## config.mk

```make
export PLATFORM = sky130hd
export DESIGN_NAME = piso_serializer
export DESIGN_NICKNAME = d
export VERILOG_FILES = /design/src/rtl/piso_serializer.sv
export SDC_FILE = /design/constraint.sdc
export NUM_CORES = 1
export LEC_CHECK = 0
export CORE_MARGIN = 2
export CORE_UTILIZATION = 42
export DETAILED_ROUTE_END_ITERATION = 6
export PLACE_DENSITY = 0.72
export SLEW_MARGIN = 30
export SYNTH_ARGS = -nofsm -noshare
export SYNTH_HDL_FRONTEND = slang
export SYNTH_SLANG_ARGS = --single-unit
```

## constraint.sdc

```tcl
create_clock -name clk -period 1.4 [get_ports clk]
set_input_delay 0.42 -clock clk [delete_from_list [all_inputs] [get_ports clk]]
set_output_delay 0.42 -clock clk [all_outputs]
set_load 0.1 [all_outputs]
```

## src/rtl/piso_serializer.sv

```systemverilog
// Parallel-in serial-out transmitter: shifts a WIDTH-bit word out MSB-first with frame strobes.
// Optional trailing even-parity bit is built in when PISO_PARITY_EN is defined.
module piso_serializer #(
  parameter int WIDTH = 8
) (
  input  logic             clk,
  input  logic             reset,
  input  logic [WIDTH-1:0] din,
  input  logic             load_valid,
  output logic             load_ready,
  output logic             sout,
  output logic             sout_valid,
  output logic             frame_start,
  output logic             frame_end,
  output logic             busy
);

  localparam int CW = (WIDTH > 1) ? $clog2(WIDTH) : 1;

`ifdef PISO_PARITY_EN
  typedef enum logic [1:0] {IDLE, SHIFT, PARITY} state_t;
`else
  typedef enum logic [1:0] {IDLE, SHIFT} state_t;
`endif

  state_t           state, state_nxt;
  logic [WIDTH-1:0] shreg;
  logic [CW-1:0]    cnt;
  logic             first;
  logic             accept;
  logic             last_bit;
`ifdef PISO_PARITY_EN
  logic             par_q;
`endif

  assign last_bit = (cnt == '0);

  always_comb begin
    state_nxt   = state;
    load_ready  = 1'b0;
    sout        = 1'b0;
    sout_valid  = 1'b0;
    frame_start = 1'b0;
    frame_end   = 1'b0;
    busy        = 1'b0;
    accept      = 1'b0;
    case (state)
      IDLE: begin
        load_ready = reset;
      end
      SHIFT: begin
        sout        = shreg[WIDTH-1];
        sout_valid  = 1'b1;
        frame_start = first;
        busy        = 1'b1;
        if (last_bit) begin
`ifdef PISO_PARITY_EN
          state_nxt  = PARITY;
`else
          frame_end  = 1'b1;
          load_ready = reset;
          state_nxt  = IDLE;
`endif
        end
      end
`ifdef PISO_PARITY_EN
      PARITY: begin
        sout       = par_q;
        sout_valid = 1'b1;
        frame_end  = 1'b1;
        busy       = 1'b1;
        load_ready = reset;
        state_nxt  = IDLE;
      end
`endif
      default: state_nxt = IDLE;
    endcase
    // A word taken on the final cycle of a frame starts the next one with no gap
    accept = load_valid & load_ready;
    if (accept) state_nxt = SHIFT;
  end

  always_ff @(posedge clk or negedge reset) begin
    if (!reset) begin
      state <= IDLE;
      shreg <= '0;
      cnt   <= '0;
      first <= 1'b0;
    end else begin
      state <= state_nxt;
      if (accept) begin
        shreg <= din;
        cnt   <= CW'(WIDTH - 1);
        first <= 1'b1;
      end else if (state == SHIFT) begin
        shreg <= {shreg[WIDTH-2:0], 1'b0};
        cnt   <= cnt - 1'b1;
        first <= 1'b0;
      end
    end
  end

`ifdef PISO_PARITY_EN
  always_ff @(posedge clk or negedge reset) begin
    if (!reset)      par_q <= 1'b0;
    else if (accept) par_q <= ^din;
  end
`endif

endmodule

```

==> results_dict.tcl <==
set metrics [dict create \
    cts_root_buf "clkbuf_4" \
    violations "setup timing" \
    drt_iter0_drc 2 \
    start_util_pct 45.70 \
    clk_pin_slew_ps 90 \
    status "complete, but fails checks" \
    io_buffers 16 \
    die_h_um 44.96 \
    wire_per_inst_um 13.12 \
    fin_nets 106 \
    finalCritPeriodShare_pct 125.9 \
    setup_tns_ps -3977 \
    core-area_um2 1541 \
    worstSetupEndpointType "primary output" \
    layout_common_cells "12 x dfrtp_1, 10 x clkdlybuf4s50_1, 10 x buf_4, 8 x mux2_2, 7 x buf_6" \
    hold_buffers 0 \
    final_common_cell "dfrtp_1" \
    drv_slew 0 \
    antenna_found_initial 0 \
    seq_area_frac_synth_pct 46.18 \
    drc_errors 0 \
    cts_tree "yes" \
    rows 14 \
    grtUsageMet3_pct 4.800 \
    max-slew-margin-rel_pct 88.39 \
    avgSynthCellArea_um2 12.15 \
    vias 523 \
    cap_viol_max_count 0 \
    power.total_mw 2.719 \
    yosys.area.top_type "dfrtp_1" \
    cp_slowest_cell "dfrtp_1" \
    drtPass1Iterations 2 \
    cts.path.max_buffers 2 \
    antenna_cells 0 \
    place_congestion 0.7034 \
    max_stage_delay_ps 390 \
    hp-class "input port to asynchronous set/reset pin" \
    grt_pass1_wl_um 2622 \
    power_density_nw_per_um2 2365 \
    grt_pass1_vias 603 \
    wl_um 1417 \
    finalCriticalPeriod_ps 1762 \
    yosysUniqueCellTypes 18 \
    gr-max-usage-layer "met2" \
    fmax_mhz 567.5 \
    synth_top_area_share_pct 46.18 \
    synth_fp_nets 71 \
    reg2regPathDepth 8 \
    dieArea_um2 2021 \
    crit_fanout 3 \
    htree_levels 1 \
    p_leak_nw 0.5552 \
    ir_drop_v 0.001363 \
    setup_viol 19 \
    cts_buffers 3 \
    finalHoldViolCount 0 \
    ios 17 \
    cp_cell_sequence "inv_2, ha_4, nand2b_4, nand2_2, and2_4, buf_12" \
    synth_warnings 0 \
    setup_ws_ps -362.0 \
    syn_area_um2 704.4 \
    drive_gt1_share_pct 59.78 \
    ant_nets 0 \
    critPathArrivalTime_ps 1340 \
    worst_setup_path_start_kind "flip-flop" \
    use_met1_pct 21.03 \
    tightest_slew_ps 174.2 \
    path_class "flip-flop to primary output" \
    syn2layout_area_growth_pct 63.23 \
    rsz0062_at_grt "yes" \
    syn_inst 58 \
    post-route-cell-area_um2 1150 \
    ys_top_cells_by_area "dfrtp_1 46%, mux2_2 13%, mux2_4 11%" \
    worst_clock_skew_ps 11.03 \
    grt_usage_pct 18.83 \
    synth-seq-cells 13 \
    grt_overflow_total 0 \
    insertion_delay_ps 290 \
    placed_cell_area_um2 997.2 \
    vias_per_cell 4.843 \
    required_ps 980 \
    whs_ps 494.7 \
    final_util_pct 74.59 \
    dp_hpwl_um 962.8 \
    die_w_um 44.96 \
    clkSinkCount 13 \
    globalRouteMet2Util_pct 32.29 \
    grt_max_degree 14 \
]
[Yosys cell counts]
master / count
dfrtp_1: 13
mux2_2: 8
nand2_1: 8
inv_1: 5
mux2_4: 5
buf_6: 3
o21ai_0: 3
ha_1: 2
nor2_1: 2
a21o_4: 1
and2_1: 1
and2_2: 1
buf_4: 1
mux2_1: 1
nand2b_4: 1
nand3_1: 1
xnor2_1: 1
xor2_1: 1
[routing by layer]
| layer | share of wire, % | wire length, um |
|---|---|---|
| met1 | 44 | 621 |
| met5 | 0 | 0 |
| met2 | 50 | 711 |
| met3 | 3.3 | 47 |
| met4 | 2.6 | 37 |
[metrics by stage]
stage	cells	worst slack, ps
after floorplan	58	-440.7
after global placement	95	-276.2
after detailed placement	95	-312.1
after CTS	106	-379.8
after global routing	108	-426.8
final	108	-362.0
[repair_timing]
action / 4_1_cts / 5_1_grt
hold endpoints to repair: 0 / 0
buffers inserted: 6 / 3
pin swaps: 4 / 2
cloned: 1 / 0
gates resized for setup: 16 / 2
setup endpoints to repair: 14 / 19
[final timing paths]
| check | startpoint | end | slack (ps) |
|---|---|---|---|
| min in group clk | cnt[1]$_DFFE_PN0P_ | cnt[1]$_DFFE_PN0P_ | 540 |
| max in group asynchronous | reset | state[0]$_DFFE_PN0P_ | 720 |
| hold reg to reg | cnt[1]$_DFFE_PN0P_ | cnt[1]$_DFFE_PN0P_ | 540 |
| hold / removal | reset | shreg[0]$_DFFE_PN0P_ | 490 |
| setup / recovery | cnt[0]$_DFFE_PN0P_ | load_ready | -360 |
| setup reg to reg | cnt[0]$_DFFE_PN0P_ | shreg[7]$_DFFE_PN0P_ | -280 |
[logic make-up after synthesis]
kind of cell	count (synthesis)	share of synthesized area (%)
muxes	14	25.04
and+or+nand+nor	14	9.947
DFF	13	46.18
buffers and inverters	9	8.526
AOI/OAI and AO/OA	4	4.262
xor gates and xnor gates	2	2.487
adders and majority gates	2	3.552
[registers in the layout, indices dropped and copies added (netlist names)]
signal / flops
shreg: 8
state: 1
first: 1
cnt: 3
[critical path: cells and delay by family (launching register included)]
family,cells,cell delay [ps]
adder cells (fa/ha/maj),1,140
buffers and inverters,2,240
flip-flops,1,390
AND/OR/NAND/NOR,3,280
[layout make-up]
cell class                      instances  area (um2)
Sequential cell                        13       329.1
Tap cell                               16       20.02
Multi-Input combinational cell         37       376.6
Inverter                                5       23.77
Fill cell                             106       391.6
Clock buffer                            4       26.28
Timing Repair Buffer                   33       374.1
[report_power, final]
group          leakage, nW  switching (mW)  internal (mW)
registers            0.161           0.108          0.543
logic                0.379           0.895          0.925
clock network       0.0150           0.137          0.111
No activity file was read; power rests on OpenSTA's default activity.
